<file path="src/rtl/hmem_arbiter_if.sv">
// Bundle of the I-cache, D-cache and higher-memory request/response signals
// seen by hmem_arbiter. The slave modport is the arbiter's view; master is the surroundings.
interface hmem_arbiter_if #(
  parameter int XLEN = 32
);
  logic            i_req_valid;
  logic [1:0]      i_req_size;
  logic [XLEN-1:0] i_req_address;
  logic            i_req_fulfilled;
  logic [XLEN-1:0] i_req_loaded_word;

  logic            d_req_valid;
  logic            d_req_operation;
  logic [1:0]      d_req_size;
  logic [XLEN-1:0] d_req_address;
  logic [XLEN-1:0] d_req_store_word;
  logic            d_req_fulfilled;
  logic [XLEN-1:0] d_req_loaded_word;

  logic            mem_req_valid;
  logic            mem_req_operation;
  logic [1:0]      mem_req_size;
  logic [XLEN-1:0] mem_req_address;
  logic [XLEN-1:0] mem_req_store_word;
  logic            mem_req_fulfilled;
  logic [XLEN-1:0] mem_req_loaded_word;

  modport slave (
    input  i_req_valid, i_req_size, i_req_address,
    output i_req_fulfilled, i_req_loaded_word,
    input  d_req_valid, d_req_operation, d_req_size, d_req_address, d_req_store_word,
    output d_req_fulfilled, d_req_loaded_word,
    output mem_req_valid, mem_req_operation, mem_req_size, mem_req_address, mem_req_store_word,
    input  mem_req_fulfilled, mem_req_loaded_word
  );

  modport master (
    output i_req_valid, i_req_size, i_req_address,
    input  i_req_fulfilled, i_req_loaded_word,
    output d_req_valid, d_req_operation, d_req_size, d_req_address, d_req_store_word,
    input  d_req_fulfilled, d_req_loaded_word,
    input  mem_req_valid, mem_req_operation, mem_req_size, mem_req_address, mem_req_store_word,
    output mem_req_fulfilled, mem_req_loaded_word
  );
endinterface

</file>
<file path="src/rtl/hmem_arbiter.sv">
// Two-requester (I-cache / D-cache) round-robin arbiter onto one higher-memory port.
// Optional line locking keeps a bursting owner granted: define HMEM_ARB_LINE_LOCK_EN.
module hmem_arbiter #(
  parameter int XLEN           = 32,
  parameter int WORDS_PER_LINE = 8
) (
  input  logic          clk,
  input  logic          reset,
  hmem_arbiter_if.slave bus
);

  typedef enum logic {IDLE, ISSUE} state_t;

  localparam logic OWN_I = 1'b0;
  localparam logic OWN_D = 1'b1;

  state_t state_reg;
  logic   owner_reg;
  logic   d_prio_reg;   // 1: D wins the next simultaneous request
  logic   grant_any;
  logic   rr_owner;
  logic   grant_owner;
  logic   fulfill;

`ifdef HMEM_ARB_LINE_LOCK_EN
  localparam int CNT_W = $clog2(WORDS_PER_LINE) + 1;
  localparam logic [CNT_W-1:0] LOCK_LAST = CNT_W'(WORDS_PER_LINE - 1);

  logic [CNT_W-1:0] lock_cnt_reg;
  logic             owner_valid;
  logic             lock_hold;
`endif

  assign grant_any = bus.i_req_valid | bus.d_req_valid;
  assign rr_owner  = (bus.i_req_valid && bus.d_req_valid) ? d_prio_reg : bus.d_req_valid;

`ifdef HMEM_ARB_LINE_LOCK_EN
  // A nonzero count means the last owner is mid-line and keeps priority while still asking.
  assign owner_valid = (owner_reg == OWN_D) ? bus.d_req_valid : bus.i_req_valid;
  assign lock_hold   = (lock_cnt_reg != '0) && owner_valid;
  assign grant_owner = lock_hold ? owner_reg : rr_owner;
`else
  assign grant_owner = rr_owner;
`endif

  // Response is a same-cycle pass-through; reset abandons any in-flight transaction.
  assign fulfill = (state_reg == ISSUE) && bus.mem_req_fulfilled && !reset;

  assign bus.i_req_fulfilled   = fulfill && (owner_reg == OWN_I);
  assign bus.d_req_fulfilled   = fulfill && (owner_reg == OWN_D);
  assign bus.i_req_loaded_word = bus.mem_req_loaded_word;
  assign bus.d_req_loaded_word = bus.mem_req_loaded_word;

  always_ff @(posedge clk) begin
    if (reset) begin
      state_reg              <= IDLE;
      owner_reg              <= OWN_I;
      d_prio_reg             <= 1'b0;
      bus.mem_req_valid      <= 1'b0;
      bus.mem_req_operation  <= 1'b0;
      bus.mem_req_size       <= '0;
      bus.mem_req_address    <= '0;
      bus.mem_req_store_word <= '0;
`ifdef HMEM_ARB_LINE_LOCK_EN
      lock_cnt_reg           <= '0;
`endif
    end else begin
      case (state_reg)
        IDLE: begin
`ifdef HMEM_ARB_LINE_LOCK_EN
          if ((lock_cnt_reg != '0) && !owner_valid) begin
            lock_cnt_reg <= '0;
          end
`endif
          if (grant_any) begin
            state_reg         <= ISSUE;
            owner_reg         <= grant_owner;
            d_prio_reg        <= (grant_owner == OWN_I);
            bus.mem_req_valid <= 1'b1;
            if (grant_owner == OWN_D) begin
              bus.mem_req_operation  <= bus.d_req_operation;
              bus.mem_req_size       <= bus.d_req_size;
              bus.mem_req_address    <= bus.d_req_address;
              bus.mem_req_store_word <= bus.d_req_store_word;
            end else begin
              bus.mem_req_operation  <= 1'b0;
              bus.mem_req_size       <= bus.i_req_size;
              bus.mem_req_address    <= bus.i_req_address;
              bus.mem_req_store_word <= '0;
            end
          end
        end
        ISSUE: begin
          if (bus.mem_req_fulfilled) begin
            state_reg         <= IDLE;
            bus.mem_req_valid <= 1'b0;
`ifdef HMEM_ARB_LINE_LOCK_EN
            lock_cnt_reg <= (lock_cnt_reg == LOCK_LAST) ? '0 : lock_cnt_reg + 1'b1;
`endif
          end
        end
        default: state_reg <= IDLE;
      endcase
    end
  end

endmodule

</file>
<file path="src/flat_wrapper.sv">
// flat-port wrapper written by rule: the top's interface ports become plain ports
module hmem_arbiter_flat 
#(
  parameter int XLEN           = 32,
  parameter int WORDS_PER_LINE = 8
)
  (clk, reset, bus_i_req_valid, bus_i_req_size, bus_i_req_address, bus_i_req_fulfilled, bus_i_req_loaded_word, bus_d_req_valid, bus_d_req_operation, bus_d_req_size, bus_d_req_address, bus_d_req_store_word, bus_d_req_fulfilled, bus_d_req_loaded_word, bus_mem_req_valid, bus_mem_req_operation, bus_mem_req_size, bus_mem_req_address, bus_mem_req_store_word, bus_mem_req_fulfilled, bus_mem_req_loaded_word);
  hmem_arbiter_if #(.XLEN(XLEN)) bus_i ();
  input  logic clk;
  input  logic reset;
  input wire logic [$bits(bus_i.i_req_valid)-1:0] bus_i_req_valid;
  input wire logic [$bits(bus_i.i_req_size)-1:0] bus_i_req_size;
  input wire logic [$bits(bus_i.i_req_address)-1:0] bus_i_req_address;
  output wire logic [$bits(bus_i.i_req_fulfilled)-1:0] bus_i_req_fulfilled;
  output wire logic [$bits(bus_i.i_req_loaded_word)-1:0] bus_i_req_loaded_word;
  input wire logic [$bits(bus_i.d_req_valid)-1:0] bus_d_req_valid;
  input wire logic [$bits(bus_i.d_req_operation)-1:0] bus_d_req_operation;
  input wire logic [$bits(bus_i.d_req_size)-1:0] bus_d_req_size;
  input wire logic [$bits(bus_i.d_req_address)-1:0] bus_d_req_address;
  input wire logic [$bits(bus_i.d_req_store_word)-1:0] bus_d_req_store_word;
  output wire logic [$bits(bus_i.d_req_fulfilled)-1:0] bus_d_req_fulfilled;
  output wire logic [$bits(bus_i.d_req_loaded_word)-1:0] bus_d_req_loaded_word;
  output wire logic [$bits(bus_i.mem_req_valid)-1:0] bus_mem_req_valid;
  output wire logic [$bits(bus_i.mem_req_operation)-1:0] bus_mem_req_operation;
  output wire logic [$bits(bus_i.mem_req_size)-1:0] bus_mem_req_size;
  output wire logic [$bits(bus_i.mem_req_address)-1:0] bus_mem_req_address;
  output wire logic [$bits(bus_i.mem_req_store_word)-1:0] bus_mem_req_store_word;
  input wire logic [$bits(bus_i.mem_req_fulfilled)-1:0] bus_mem_req_fulfilled;
  input wire logic [$bits(bus_i.mem_req_loaded_word)-1:0] bus_mem_req_loaded_word;
  assign bus_i.i_req_valid = bus_i_req_valid;
  assign bus_i.i_req_size = bus_i_req_size;
  assign bus_i.i_req_address = bus_i_req_address;
  assign bus_i_req_fulfilled = bus_i.i_req_fulfilled;
  assign bus_i_req_loaded_word = bus_i.i_req_loaded_word;
  assign bus_i.d_req_valid = bus_d_req_valid;
  assign bus_i.d_req_operation = bus_d_req_operation;
  assign bus_i.d_req_size = bus_d_req_size;
  assign bus_i.d_req_address = bus_d_req_address;
  assign bus_i.d_req_store_word = bus_d_req_store_word;
  assign bus_d_req_fulfilled = bus_i.d_req_fulfilled;
  assign bus_d_req_loaded_word = bus_i.d_req_loaded_word;
  assign bus_mem_req_valid = bus_i.mem_req_valid;
  assign bus_mem_req_operation = bus_i.mem_req_operation;
  assign bus_mem_req_size = bus_i.mem_req_size;
  assign bus_mem_req_address = bus_i.mem_req_address;
  assign bus_mem_req_store_word = bus_i.mem_req_store_word;
  assign bus_i.mem_req_fulfilled = bus_mem_req_fulfilled;
  assign bus_i.mem_req_loaded_word = bus_mem_req_loaded_word;
  hmem_arbiter #(.XLEN(XLEN), .WORDS_PER_LINE(WORDS_PER_LINE)) u_core (.clk(clk), .reset(reset), .bus(bus_i));
endmodule
</file>
<file path="config.mk">
export PLATFORM = sky130hd
export DESIGN_NAME = hmem_arbiter_flat
export DESIGN_NICKNAME = d
export VERILOG_FILES = /design/src/rtl/hmem_arbiter_if.sv /design/src/rtl/hmem_arbiter.sv /design/src/flat_wrapper.sv
export SDC_FILE = /design/constraint.sdc
export NUM_CORES = 1
export LEC_CHECK = 0
export BUFFER_PORTS_ARGS = -buffer_cell sky130_fd_sc_hd__buf_2
export CORE_AREA = 2 2 104 106
export DETAILED_ROUTE_END_ITERATION = 16
export DIE_AREA = 0 0 106 108
export MAX_ROUTING_LAYER = met4
export PLACE_DENSITY = 0.69
export SLEW_MARGIN = 15
export SYNTH_ARGS = -nofsm -noshare
export SYNTH_HDL_FRONTEND = slang
export SYNTH_SLANG_ARGS = --single-unit
</file>
<file path="constraint.sdc">
create_clock -name clk -period 1.64 [get_ports clk]
set_clock_uncertainty 0.1 [all_clocks]
set_input_delay 0.082 -clock clk [delete_from_list [all_inputs] [get_ports clk]]
set_output_delay 0.082 -clock clk [all_outputs]
set_load 0.005 [all_outputs]
</file>
# Word-level counts from Yosys, hierarchy flattened
# Index checks and enable logic that the tools add are counted.
word_totals:
  reg_bits: 71
  elab_cells: 33
  inputBits: 138
op_classes:
  reduce_logical: 8
  n_bitwise: 4
  eq_ne: 2
  muxes: 11
op_table:
  columns: ["op", "count"]
  rows:
  - ["2-to-1 mux 32 bit", 2]
  - ["2-to-1 mux 1 bit", 6]
  - ["logical AND 1 bit", 5]
  - ["one-hot mux 1 bit (2 select lines)", 2]
  - ["AND reduction 2 bit", 2]
  - ["NOT 1 bit", 3]
  - ["2-to-1 mux 2 bit", 1]
  - ["inequality test 2 x 1 -> 1 bit, second input constant", 1]
  - ["inequality test 2 bit, second input constant", 1]
  - ["logical NOT 1 bit", 1]
  - ["OR 1 bit", 1]

# Depth between registers and ports, before layout
depth:
  word_depth: 3
  mapped_depth: 6
  ltp_nobuf: 3

# Worst setup path before layout
# No wires, ideal clock.
synth_timing:
  kind: "reg-to-reg"
  from: "register u_core.d_prio_reg"
  to: "register u_core.bus.mem_req_operation"
  arrival_ns: 1.111
  setup_ns: 0.059
  t_required_ns: 1.481
  path_stages_with_launch: 6
  path_slack_ns: 0.371
  path_buffers: 2
  path_cell_list: "dfxtp_1 -> nor2b_4 -> buf_6 -> nor3_4 -> buf_6 -> a22o_1"
synth_between:
  elab_chain_cells: 2
synth_rtl:
  columns: ["element", "line", "text"]
  rows:
  - ["start, declared", "hmem_arbiter.sv:19", "logic d_prio_reg;"]
  - ["start signal, assigned", "hmem_arbiter.sv:78", "d_prio_reg <= (grant_owner == OWN_I);"]
  - ["2-to-1 mux 1 bit", "hmem_arbiter.sv:35", "assign rr_owner = (bus.i_req_valid && bus.d_req_valid) ? d_prio_reg : bus.d_req_valid;"]
  - ["2-to-1 mux 1 bit", "hmem_arbiter.sv:80", "if (grant_owner == OWN_D) begin"]
  - ["end signal, assigned", "hmem_arbiter.sv:81", "bus.mem_req_operation <= bus.d_req_operation;"]
  - ["end, declared", "hmem_arbiter_if.sv:33", "output mem_req_valid, mem_req_operation, mem_req_size, mem_req_address, mem_req_store_word,"]
# No other way between the ends.
# A chain may end at the register's enable or synchronous reset.

# Worst setup path after layout
layout_timing:
  from: "register u_core.state_reg"
  to: "register u_core.bus.mem_req_store_word[25]"
layout_between:
  elab_chain_cells: 2
layout_rtl:
  columns: ["element", "line", "text"]
  rows:
  - ["start, declared", "hmem_arbiter.sv:17", "state_t state_reg;"]
  - ["start signal, assigned", "hmem_arbiter.sv:56", "state_reg <= IDLE;"]
  - ["start signal, assigned", "hmem_arbiter.sv:76", "state_reg <= ISSUE;"]
  - ["start signal, assigned", "hmem_arbiter.sv:95", "state_reg <= IDLE;"]
  - ["NOT 1 bit (no source line)", null, null]
  - ["AND reduction 2 bit (no source line)", null, null]
  - ["end signal, assigned", "hmem_arbiter.sv:84", "bus.mem_req_store_word <= bus.d_req_store_word;"]
  - ["end, declared", "hmem_arbiter_if.sv:33", null]
# No other way between the ends.

==> run metrics <==
status finished clean; clk_lat worst skew 340 ps; largest cells by area after synthesis dfxtp_1 43%, buf_4 16%, a311oi_1 9.0%; drt drc 0; clk sinks 71; Tmin final 1540 ps; CP Capture Type flop; Worst Path Arrival 1720 ps; core area 10200 µm²; Congestion Overflow GR 0; Std-Cell Rows 37; Static Leak 2.38 nW; I/O pin total 272; worst endpoint required time 1810 ps; Multi-input gate area 1210 µm²; total power 4.61 mW; most common cell after layout, fill and taps aside buf_2; fin crit share 0.942; DP Worst Slack -176 ps; reg2reg path depth 3; DRT iter0 DRCs 324; Flop pwr share 0.417; Pins Over Slew Limit 0; Worst Path Max Fanout 16; reg2reg start u_core.state_reg$_SDFF_PP0_; Int Power 3.40 mW; area grow syn2layout 55.8%; clock network fraction of total power 0.373; relative slew slack 0.560; clock tree buffer depth 2; area taken by flip-flops and latches 1420 µm²; library cells used by synthesis 26; sequential area share after synthesis 0.427; routed wire length 12500 µm; Synth warnings 0; Psw 1.21 mW; worst-margin pin slew 658 ps; dpl hpwl 7470 µm; initial antenna violation count 0; Mapped Area 3330 µm²; post-synth top area share 0.427; routed vias 3503; layout cells sized above 1 0.370; Finished Core Util 0.506; drt pass-1 iters 4; Logic pwr share 0.210; Power per Cell Area 890 nW/µm²; max-cap violation count 0; Fmax 648 MHz; gr usage total 0.203; port bufs 175; antenna viol nets, final 0; Syn Nets 494; cell count after synthesis 356; fin nets 706; Sw Share 0.262; Setup CP Type flop to flop; Setup Viol. Count Final 0; Clock transition at path regs 80 ps; final worst setup slack 95.7 ps; CTS tree built; final hold violation count 0; Critical R2R Capture u_core.bus.mem_req_store_word[25]$_SDFFE_PP0P_; worst hold path class input port to output port; Placer Congestion 0.805; peak supply drop 0.430 mV; hold_sp bus_mem_req_loaded_word[27]; largest net degree at the start of global routing 71; initial core utilization 0.325; root buffer cell clkbuf_8; worst hold endpoint bus_d_req_loaded_word[27]; CTS buffer count 9; hold slack 64.0 ps; startpoint type of the worst setup path flop; syn avg cell area 9.34 µm²; die width 106 µm; die area 11400 µm²; Worst Hold Path Cells 0; routed len/inst 17.6 µm; most frequent cells in the layout 175 x buf_2, 105 x dlygate4sd3_1, 71 x dfxtp_1; first-pass GRT wire length 17400 µm; vias in the first global route 3375; H-Tree Depth 3; RSZ-0062 raised after global routing true; die height 108 µm; leading area contributor after synthesis dfxtp_1; r2r setup slk 100 ps; # fillers 922; largest registers u_core.bus.mem_req_address x32, u_core.bus.mem_req_store_word x32, u_core.bus.mem_req_size x2; number of synthesized register bits 71; Via density 4.93
[per-stage QoR]
step,instances,instance area [µm²],setup TNS (ps)
final,710,5180,0
after global placement,583,3780,-4950
after CTS,706,5110,0
after detailed placement,583,3780,-5330
after global routing,709,5180,-28.4
after floorplan,356,3330,0
[cell families after synthesis]
logic type,after synthesis,synth area share
and+or+nand+nor,79,0.114
buffers and inverters,99,0.217
DFF,71,0.427
AOI/OAI and AO/OA,107,0.241
[worst max-delay path by stage]
| stage | startpoint | end | slack, ps | depth (start not counted) |
|---|---|---|---|---|
| 2_1_floorplan | u_core.d_prio_reg$_SDFFE_PP0P_ | u_core.bus.mem_req_operation$_SDFFE_PP0P_ | 370 | 5 |
| 3_3_place_gp | u_core.state_reg$_SDFF_PP0_ | u_core.bus.mem_req_operation$_SDFFE_PP0P_ | -150 | 3 |
| 3_5_place_dp | u_core.state_reg$_SDFF_PP0_ | u_core.bus.mem_req_store_word[13]$_SDFFE_PP0P_ | -180 | 3 |
| 4_1_cts | u_core.state_reg$_SDFF_PP0_ | u_core.bus.mem_req_store_word[15]$_SDFFE_PP0P_ | 6 | 4 |
| 5_1_grt | u_core.state_reg$_SDFF_PP0_ | u_core.bus.mem_req_store_word[25]$_SDFFE_PP0P_ | -20 | 3 |
| 6_report | u_core.state_reg$_SDFF_PP0_ | u_core.bus.mem_req_store_word[25]$_SDFFE_PP0P_ | 100 | 3 |
[routing by layer]
layer	vias up	share of wire	track usage
met4	0	0.031	0.0940
met3	35	0.080	0.0603
met5	-	0	-
met2	232	0.51	0.367
met1	1570	0.38	0.201
li1	1666	-	-
[final cells by class]
type / count / area share
well taps: 136 / 0.0329
inverters: 2 / 0.00145
clock inverters: 6 / 0.0225
flip-flops and latches: 71 / 0.274
diodes: 1 / 0.000483
clock buffers: 10 / 0.0246
repair buffers: 296 / 0.409
multi-input cells: 188 / 0.235
[cells in the mapped netlist]
library cell / n
nor3_4: 1
o22ai_1: 1
a21oi_1: 1
dfxtp_1: 71
buf_2: 6
nor2_1: 36
nand2_1: 1
o21ba_1: 1
nor3_1: 2
o31a_1: 1
clkbuf_2: 2
a22o_1: 33
clkbuf_1: 7
o21ai_1: 1
nand2b_1: 2
nor2b_4: 1
nor2_4: 1
nand3_1: 34
inv_1: 2
buf_6: 9
buf_4: 73
o21ai_0: 33
o21a_1: 1
a22oi_1: 1
a311oi_1: 34
nor2b_1: 1
[timing repair]
| action | in CTS | in global routing |
|---|---|---|
| hold buffers | 105 | 0 |
| resized for setup | 1 | 2 |
| pin swaps | 1 | 2 |
| buffers inserted | 1 | 0 |
| setup endpoints to repair | 33 | 57 |
| endpoints found under the hold margin | 70 | 0 |
| cloned | 1 | 3 |
[power by group through the flow]
stage               clock [mW]  sequential (mW)  combinational (mW)
floorplan                    0             1.97               0.497
global placement             0             1.96               0.690
detailed placement           0             1.96               0.699
CTS                       1.77             1.92               0.907
global route              1.82             1.94                1.05
finish                    1.72             1.92               0.967
[worst max-delay path, stage by stage (launching register included)]
cell and delay (ps):
dfxtp_1 310, nand2b_1 250, nor3_4 560, a22o_1 250
(Power assumes the default switching activity.)
